## src/rtl/fantasticfft_fft8_serializer.sv

```systemverilog
// Output-side consumer of the 8-point FFT. Captures each parallel result
// frame into a two-slot ring buffer and streams it out one bin per cycle
// over a valid/ready handshake. When the buffer is full and the downstream
// does not pop, an incoming frame is dropped and counted.
module fantasticfft_fft8_serializer #(
    parameter int INT_SIZE  = 8,
    parameter int FRAC_SIZE = 8
) (
    input  logic                          clk,
    input  logic                          rst_n,
    input  logic [INT_SIZE+FRAC_SIZE-1:0] y0,
    input  logic [INT_SIZE+FRAC_SIZE-1:0] y1,
    input  logic [INT_SIZE+FRAC_SIZE-1:0] y2,
    input  logic [INT_SIZE+FRAC_SIZE-1:0] y3,
    input  logic [INT_SIZE+FRAC_SIZE-1:0] y4,
    input  logic [INT_SIZE+FRAC_SIZE-1:0] y5,
    input  logic [INT_SIZE+FRAC_SIZE-1:0] y6,
    input  logic [INT_SIZE+FRAC_SIZE-1:0] y7,
    input  logic [INT_SIZE+FRAC_SIZE-1:0] y0_i,
    input  logic [INT_SIZE+FRAC_SIZE-1:0] y1_i,
    input  logic [INT_SIZE+FRAC_SIZE-1:0] y2_i,
    input  logic [INT_SIZE+FRAC_SIZE-1:0] y3_i,
    input  logic [INT_SIZE+FRAC_SIZE-1:0] y4_i,
    input  logic [INT_SIZE+FRAC_SIZE-1:0] y5_i,
    input  logic [INT_SIZE+FRAC_SIZE-1:0] y6_i,
    input  logic [INT_SIZE+FRAC_SIZE-1:0] y7_i,
    input  logic                          resultValid,
    output logic [INT_SIZE+FRAC_SIZE-1:0] out_re,
    output logic [INT_SIZE+FRAC_SIZE-1:0] out_im,
    output logic [2:0]                    out_bin,
    output logic                          out_last,
    output logic                          out_valid,
    input  logic                          out_ready,
    input  logic                          clear_ovf,
    output logic                          overflow,
    output logic [7:0]                    drop_count
);

    localparam int W = INT_SIZE + FRAC_SIZE;

    // Buffer occupancy doubles as the FSM state.
    typedef enum logic [1:0] {
        EMPTY = 2'd0,
        ONE   = 2'd1,
        FULL  = 2'd2
    } fill_t;

    fill_t        r_fill;
    fill_t        w_fill_next;
    logic         r_wr_ptr;
    logic         r_rd_ptr;
    logic [2:0]   r_bin_idx;
    logic         r_overflow;
    logic [7:0]   r_drop_count;

    logic [W-1:0] r_mem_re [0:1][0:7];
    logic [W-1:0] r_mem_im [0:1][0:7];

    logic [W-1:0] w_in_re [0:7];
    logic [W-1:0] w_in_im [0:7];

    logic         w_out_valid;
    logic         w_xfer;
    logic         w_pop;
    logic         w_capture;
    logic         w_drop;
    logic [7:0]   w_count_base;
    logic [7:0]   w_count_next;
    logic         w_overflow_next;

    assign w_in_re = '{y0, y1, y2, y3, y4, y5, y6, y7};
    assign w_in_im = '{y0_i, y1_i, y2_i, y3_i, y4_i, y5_i, y6_i, y7_i};

    assign w_out_valid = (r_fill != EMPTY);
    assign w_xfer      = w_out_valid && out_ready;
    assign w_pop       = w_xfer && (r_bin_idx == 3'd7);
    // A pop frees the slot being read in the same cycle, so a frame arriving
    // while FULL is still accepted if bin 7 leaves at the same edge.
    assign w_capture   = resultValid && ((r_fill != FULL) || w_pop);
    assign w_drop      = resultValid && (r_fill == FULL) && !w_pop;

    // Frame slot storage; no reset needed since occupancy gates visibility.
    generate
        for (genvar gi = 0; gi < 8; gi++) begin : g_bin
            always_ff @(posedge clk) begin
                if (w_capture) begin
                    r_mem_re[r_wr_ptr][gi] <= w_in_re[gi];
                    r_mem_im[r_wr_ptr][gi] <= w_in_im[gi];
                end
            end
        end
    endgenerate

    // Next occupancy from the capture/pop combination.
    always_comb begin
        w_fill_next = r_fill;
        case (r_fill)
            EMPTY: if (w_capture) w_fill_next = ONE;
            ONE: begin
                if (w_capture && !w_pop)      w_fill_next = FULL;
                else if (!w_capture && w_pop) w_fill_next = EMPTY;
            end
            FULL:  if (w_pop && !w_capture) w_fill_next = ONE;
            default: w_fill_next = EMPTY;
        endcase
    end

    // Clear is applied first so a same-cycle drop still registers as one.
    always_comb begin
        w_count_base    = clear_ovf ? 8'd0 : r_drop_count;
        w_count_next    = w_count_base;
        w_overflow_next = clear_ovf ? 1'b0 : r_overflow;
        if (w_drop) begin
            w_overflow_next = 1'b1;
            if (w_count_base != 8'hFF) w_count_next = w_count_base + 8'd1;
        end
    end

    // Occupancy, ring pointers, bin index and drop statistics.
    always_ff @(posedge clk or negedge rst_n) begin
        if (!rst_n) begin
            r_fill       <= EMPTY;
            r_wr_ptr     <= 1'b0;
            r_rd_ptr     <= 1'b0;
            r_bin_idx    <= 3'd0;
            r_overflow   <= 1'b0;
            r_drop_count <= 8'd0;
        end else begin
            r_fill       <= w_fill_next;
            r_overflow   <= w_overflow_next;
            r_drop_count <= w_count_next;
            if (w_capture) r_wr_ptr <= ~r_wr_ptr;
            if (w_pop)     r_rd_ptr <= ~r_rd_ptr;
            if (w_xfer)    r_bin_idx <= r_bin_idx + 3'd1;
        end
    end

    // Output mux; everything reads zero while the buffer is empty.
    always_comb begin
        out_re  = '0;
        out_im  = '0;
        out_bin = 3'd0;
        if (w_out_valid) begin
            out_re  = r_mem_re[r_rd_ptr][r_bin_idx];
            out_im  = r_mem_im[r_rd_ptr][r_bin_idx];
            out_bin = r_bin_idx;
        end
    end

    assign out_valid  = w_out_valid;
    assign out_last   = w_out_valid && (r_bin_idx == 3'd7);
    assign overflow   = r_overflow;
    assign drop_count = r_drop_count;

endmodule

```

## config.mk

```make
export PLATFORM = sky130hd
export DESIGN_NAME = fantasticfft_fft8_serializer
export DESIGN_NICKNAME = d
export VERILOG_FILES = /design/src/rtl/fantasticfft_fft8_serializer.sv
export SDC_FILE = /design/constraint.sdc
export NUM_CORES = 1
export LEC_CHECK = 0
export CORE_MARGIN = 8
export CORE_UTILIZATION = 63
export CTS_CLUSTER_SIZE = 40
export DETAILED_ROUTE_END_ITERATION = 10
export DONT_BUFFER_PORTS = 1
export GPL_TIMING_DRIVEN = 0
export MAX_ROUTING_LAYER = met4
export PLACE_DENSITY = 0.84
export SYNTH_ARGS = -nofsm -noshare
export SYNTH_HDL_FRONTEND = slang
export SYNTH_SLANG_ARGS = --single-unit
```

## constraint.sdc

```tcl
create_clock -name clk -period 15.4 [get_ports clk]
set_input_delay 1.54 -clock clk [delete_from_list [all_inputs] [get_ports clk]]
set_output_delay 1.54 -clock clk [all_outputs]
set_load 0.02 [all_outputs]
```

==> metrics.yaml, run 1 <==
run_status:
  status: "complete, no violations"
detailed_routing:
  drt-initial-drc-count: 918
  wire_per_inst_um: 29.4
  remaining_drc_errors: 0
  drt_pass1_iterations: 5
  final_antenna_net_count: 0
  routed_wl_mm: 50.0
  via_per_inst: 6.41
  vias: 10895
cells_and_area:
  nFillCells: 2005
  finalCoreUtilization_pct: 70.9
  nNetsFinal: 1479
  area_growth_pct: 11.7
  mostFrequentLayoutCells: "512 x edfxtp_1, 258 x mux2i_1, 128 x a22oi_1"
  seqCellArea_sq_um: 15800
  final_common_cell: "edfxtp_1"
  multi_input_area_sq_um: 4460
  drive_above_1_share_pct: 9.51
  instances_no_fill: 1701
clock_tree:
  cts_buffer_depth: 3
  clock_latency_ns: 0.58
  cts.repair.resized: 0
  htree_levels: 2
  cts_root_buf: "clkbuf_16"
  cts_tree: "built"
  cts_buffers: 50
  cts_setup_buffers: 0
  clk_pin_slew_ns: 0.06
  clock-sinks: 528
  ctsHoldBuffers: 0
power:
  power_per_cell_area_nw_per_um2: 209
  ir_drop_mv: 0.137
  power_uw: 4790
  p_sw_uw: 1690
  p_leak_uw: 0.00807
  share_comb_of_total_power_pct: 33.4
  p_clk_share_pct: 24.1
  power_switching_share_pct: 35.2
  p_int_uw: 3100
  seqPwrFrac_pct: 42.5
yosys:
  ys_seq_area_share_pct: 76.8
  yosys_warnings: 0
  yosys.cell_types.count: 38
  yosysTopAreaCellShare_pct: 74.8
  ys_ff_latch: 528
  synth.area.top_cells: "edfxtp_1 75%, mux2i_1 13%, a22oi_1 4.7%, dfrtp_1 1.9%, nand3_1 1.6%"
  syn_nets: 1415
  syn_avg_cell_area_sq_um: 17.9
  netlist_instances: 1149
  synth_area_sq_um: 20600
  yosysTopAreaCell: "edfxtp_1"
worst_setup_path:
  worstPathCellList: "nor2_1 -> inv_2 -> nand2_1 -> inv_1 -> clkbuf_1 -> nand3_1 -> nand2_1"
  crit_path_max_fanout: 10
  start_kind: "register"
  slowest_stage: "clkbuf_1"
  critPathRequiredTime_ns: 13.86
  path_class: "register to output port"
  end_kind: "output port"
  worst_path_most_repeated_cell: "nand2_1"
  arrival_ns: 3.33
  critPathMaxStageDelay_ns: 0.85
sta:
  worst_slew_pin_slew_ns: 1.17
  fin_crit_sh_pct: 31.6
  fmax_mhz: 205
  relSlewSlack_pct: 21.9
  rsz0062_at_grt: "false"
  finalSetupTns_ns: 0
  hold_violations: 0
  final-setup-viol-count: 0
  fin_crit_ns: 4.87
  fin_skew_ns: 0.0275
  maxSlewViolCount: 0
floorplanning:
  core_sq_um: 32400
  die_area_sq_um: 38700
  ios: 307
  start_util_pct: 63.5
  die_y_um: 197
  die_x_um: 197
  row_count: 66
hold_path:
  hold_class: "register to register"
grt:
  grt-ovfl-total: 0
  grt_pass1_wl_mm: 70.1
  grt_use_met2_pct: 41.1
  grt_pass1_vias: 11114
  groute.layer.met1.usage_pct: 29.3
  grt_max_degree: 67
  antenna_found_initial: 4
  grt_use_met3_pct: 11.4
  grt-busiest-layer: "met2"
  grt_util_all_layers_pct: 25.8
place:
  gp_congestion: 0.794
  portBuffers: 0
  hpwl_mm: 35.3
  place_inst: 1603
run:
  drv_cap: 0
## critical path, delay by kind of cell (launching register included)
| kind | cells | cell delay (ns) |
|---|---|---|
| and+or+nand+nor | 4 | 1.09 |
| buffers and inverters | 3 | 1.25 |
| DFF | 1 | 0.43 |
## through the flow
stage	hold slack, ns	worst slack [ns]	instance area (sq um)
4_1_cts	0.541	10.60	22900
3_5_place_dp	0.516	11.22	21400
5_1_grt	0.575	10.46	23000
6_report	0.548	10.53	23000
3_3_place_gp	0.476	-3.10	21100
2_1_floorplan	0.461	2.09	20600
## cell families (layout without fill, tap and decap cells)
| logic type | after synthesis | after routing | share of synthesized area (%) |
|---|---|---|---|
| XOR/XNOR | 6 | 6 | 0.256 |
| buffers and inverters | 69 | 171 | 1.61 |
| other | 0 | 8 | 0 |
| AO/OA/AOI/OAI | 140 | 140 | 5.02 |
| adder cells (fa/ha/maj) | 5 | 5 | 0.304 |
| flip-flops | 528 | 528 | 76.8 |
| multiplexers | 261 | 261 | 12.7 |
| AND/OR/NAND/NOR | 140 | 140 | 3.33 |
## Yosys cell counts
library cell / count
a211oi_1: 1
a21o_1: 1
a21oi_1: 2
a22oi_1: 128
a31oi_1: 1
and2_1: 2
and2b_1: 1
and3_1: 2
buf_1: 10
buf_2: 21
buf_4: 12
clkbuf_1: 20
dfrtp_1: 16
edfxtp_1: 512
ha_1: 5
inv_1: 4
inv_2: 2
mux2_1: 1
mux2_2: 2
mux2i_1: 258
nand2_1: 42
nand2b_1: 2
nand3_1: 67
nand3_2: 1
nand3b_1: 1
nand4_1: 1
nor2_1: 6
nor2b_1: 9
nor3_1: 1
nor4_1: 3
nor4_2: 1
o21ai_0: 2
o21ai_1: 3
o22ai_1: 1
o31ai_1: 1
or4_1: 1
xnor2_1: 4
xor2_1: 2
## path summary, 6_finish.rpt
path	from	to	slack, ns	cells past startpoint
setup reg to reg	r_bin_idx[0]$_DFFE_PN0P_	r_mem_re[0][22]$_DFFE_PP_	12.35	11
max in group asynchronous	rst_n	r_wr_ptr$_DFFE_PN0P_	14.65	0
hold / removal	r_fill[1]$_DFFE_PN0P_	r_fill[1]$_DFFE_PN0P_	0.55	1
setup / recovery	r_fill[0]$_DFFE_PN0P_	out_re[4]	10.53	7
min in group asynchronous	rst_n	drop_count[5]$_DFF_PN0_	0.68	0
hold reg to reg	r_fill[1]$_DFFE_PN0P_	r_fill[1]$_DFFE_PN0P_	0.55	1
## power groups by stage
| stage | logic [uW] | registers, uW | clock network [uW] |
|---|---|---|---|
| after floorplan | 1060 | 2170 | 0 |
| after global placement | 1500 | 2250 | 0 |
| after detailed placement | 1600 | 2060 | 0 |
| after CTS | 1610 | 2040 | 1170 |
| after global routing | 1690 | 2060 | 1220 |
| final | 1600 | 2040 | 1160 |
## layer usage
metal | up-vias | share of wire (%) | routed length, um
met3 | 81 | 13 | 6750
met1 | 5490 | 35 | 17700
met4 | 0 | 2.9 | 1450
met5 | - | 0 | 0
met2 | 589 | 48 | 24100
li1 | 4735 | - | -
## flip-flops by register name, summed over array words and instances, names as in the netlist
register	count
r_wr_ptr	1
r_mem_re	256
r_rd_ptr	1
drop_count	8
r_fill	2
r_mem_im	256
overflow	1
r_bin_idx	3
## cell type report
type	instances	share of cell area, %
inverter	6	0.0981
tap	442	2.41
buffer	63	1.34
clock inverter	24	0.937
sequential	528	68.7
multi-input combinational	552	19.4
timing repair buffer	12	1.18
antenna	8	0.0872
clock buffer	66	5.80
Note: power is estimated with default switching activity, not from simulation.
==> run 2: changes to the inputs <==
- clock period: 15.4 -> 4.81 ns (I/O delays scaled with it)
==> metrics.yaml, run 2 (synthesized netlist as in run 1, its figures left out) <==
sta:
  fin_crit_ns: 3.88
  hold_violations: 0
  fin_crit_sh_pct: 80.6
  hold_ws_ns: 0.104
  maxSlewViolCount: 0
  fin_skew_ns: 0.0264
  worst_slew_pin_slew_ns: 1.09
  fmax_mhz: 258
  relSlewSlack_pct: 26.8
  final-setup-viol-count: 0
  rsz0062_at_grt: "false"
detailed_routing:
  remaining_drc_errors: 0
  drt_pass1_iterations: 5
  via_per_inst: 6.52
  routed_wl_mm: 61.8
  drt-initial-drc-count: 1405
  wire_per_inst_um: 31.3
  final_antenna_net_count: 0
  vias: 12862
power:
  ir_drop_mv: 0.454
  p_leak_uw: 0.00932
  power_per_cell_area_nw_per_um2: 644
clock_tree:
  cts_buffer_depth: 3
  htree_levels: 2
  cts_tree: "built"
  clock_latency_ns: 0.59
  cts_root_buf: "clkbuf_16"
  clk_pin_slew_ns: 0.06
  cts.repair.resized: 0
  clock-sinks: 528
  cts_setup_buffers: 0
  ctsHoldBuffers: 257
  cts_buffers: 51
cells_and_area:
  mostFrequentLayoutCells: "512 x edfxtp_1, 258 x mux2i_1, 257 x dlygate4sd3_1"
  instances_no_fill: 1974
  fin_area_sq_um: 25900
  drive_above_1_share_pct: 8.92
  area_growth_pct: 26.1
  nFillCells: 1658
  seqCellArea_sq_um: 15800
  multi_input_area_sq_um: 4500
  nNetsFinal: 1738
  final_common_cell: "edfxtp_1"
  finalCoreUtilization_pct: 80.1
floorplanning:
  row_count: 66
  die_area_sq_um: 38700
  core_sq_um: 32400
  die_x_um: 197
  start_util_pct: 63.5
  die_y_um: 197
  ios: 307
grt:
  antenna_found_initial: 15
  groute.layer.met1.usage_pct: 38.3
  grt_pass1_wl_mm: 88.4
  grt_use_met2_pct: 53.2
  grt-ovfl-total: 0
  grt-busiest-layer: "met2"
  grt_use_met3_pct: 7.33
  grt_pass1_vias: 13412
  grt_max_degree: 64
  grt_util_all_layers_pct: 32.2
worst_setup_path:
  r2r_slack_ns: 1.69
  arrival_ns: 3.39
  reg2reg_to: "r_mem_re[0][21]$_DFFE_PP_"
  start_kind: "register"
  rr_worst_depth: 11
  r2r-start: "r_bin_idx[0]$_DFFE_PN0P_"
  end_kind: "output port"
  critPathRequiredTime_ns: 4.33
  crit_path_max_fanout: 10
  path_class: "register to output port"
run:
  drv_cap: 0
place:
  gp_congestion: 0.780
  hpwl_mm: 35.7
  portBuffers: 0
  place_inst: 1604
  dpl-instance-area_sq_um: 21500
hold_path:
  hold_depth: 2
  hp-start: "resultValid"
  hold_class: "input port to register"
  hold_end: "r_wr_ptr$_DFFE_PN0P_"
run_status:
  status: "complete, no violations"
[run 2: per-stage QoR]
| stage | total power (uW) | setup TNS [ns] | worst slack (ns) |
|---|---|---|---|
| after floorplan | 10100 | -87.67 | -0.342 |
| after global placement | 11600 | -854.34 | -2.21 |
| after detailed placement | 11800 | 0 | 1.59 |
| after CTS | 16300 | 0 | 0.980 |
| after global routing | 17200 | 0 | 0.840 |
| final | 16700 | 0 | 0.934 |
[run 2: cell type report]
class | instances | area share [%]
Buffer | 63 | 1.19
Tap cell | 442 | 2.13
Antenna cell | 18 | 0.174
Clock buffer | 59 | 5.12
Inverter | 6 | 0.0869
Sequential cell | 528 | 60.9
Multi-Input combinational cell | 552 | 17.4
Clock inverter | 36 | 1.97
Timing Repair Buffer | 270 | 11.1
[run 2: worst max path at each step]
stage | startpoint | to | slack [ns] | cells after the start
final | r_bin_idx[0]$_DFFE_PN0P_ | out_re[15] | 0.93 | 5
after global routing | r_fill[0]$_DFFE_PN0P_ | out_re[12] | 0.84 | 7
after CTS | r_bin_idx[0]$_DFFE_PN0P_ | out_re[15] | 0.98 | 5
after detailed placement | r_bin_idx[0]$_DFFE_PN0P_ | out_re[15] | 1.59 | 5
after global placement | r_bin_idx[0]$_DFFE_PN0P_ | r_mem_re[0][5]$_DFFE_PP_ | -2.21 | 6
after floorplan | r_bin_idx[0]$_DFFE_PN0P_ | r_mem_im[0][0]$_DFFE_PP_ | -0.34 | 6
[run 2: worst max-delay path: stages (launching register included)]
cell      delay [ns]
dfrtp_1         0.45
nor2_1          0.86
clkbuf_1        0.74
a22oi_1         0.34
nand3_1         0.19
nand2_1         0.22
[run 2: metal layers]
layer | routed length (um) | vias to the layer above | part of all wire, %
met2 | 31300 | 947 | 51
met4 | 2500 | 0 | 4.0
met1 | 22200 | 6446 | 36
met5 | 0 | - | 0
met3 | 5780 | 189 | 9.4
li1 | - | 5280 | -
[run 2: where the power goes]
part | switching [uW] | internal (uW) | total [uW]
sequential | 341 | 6260 | 6600
combinational | 3910 | 1740 | 5650
clock | 1760 | 2680 | 4440
total | 6020 | 10700 | 16700
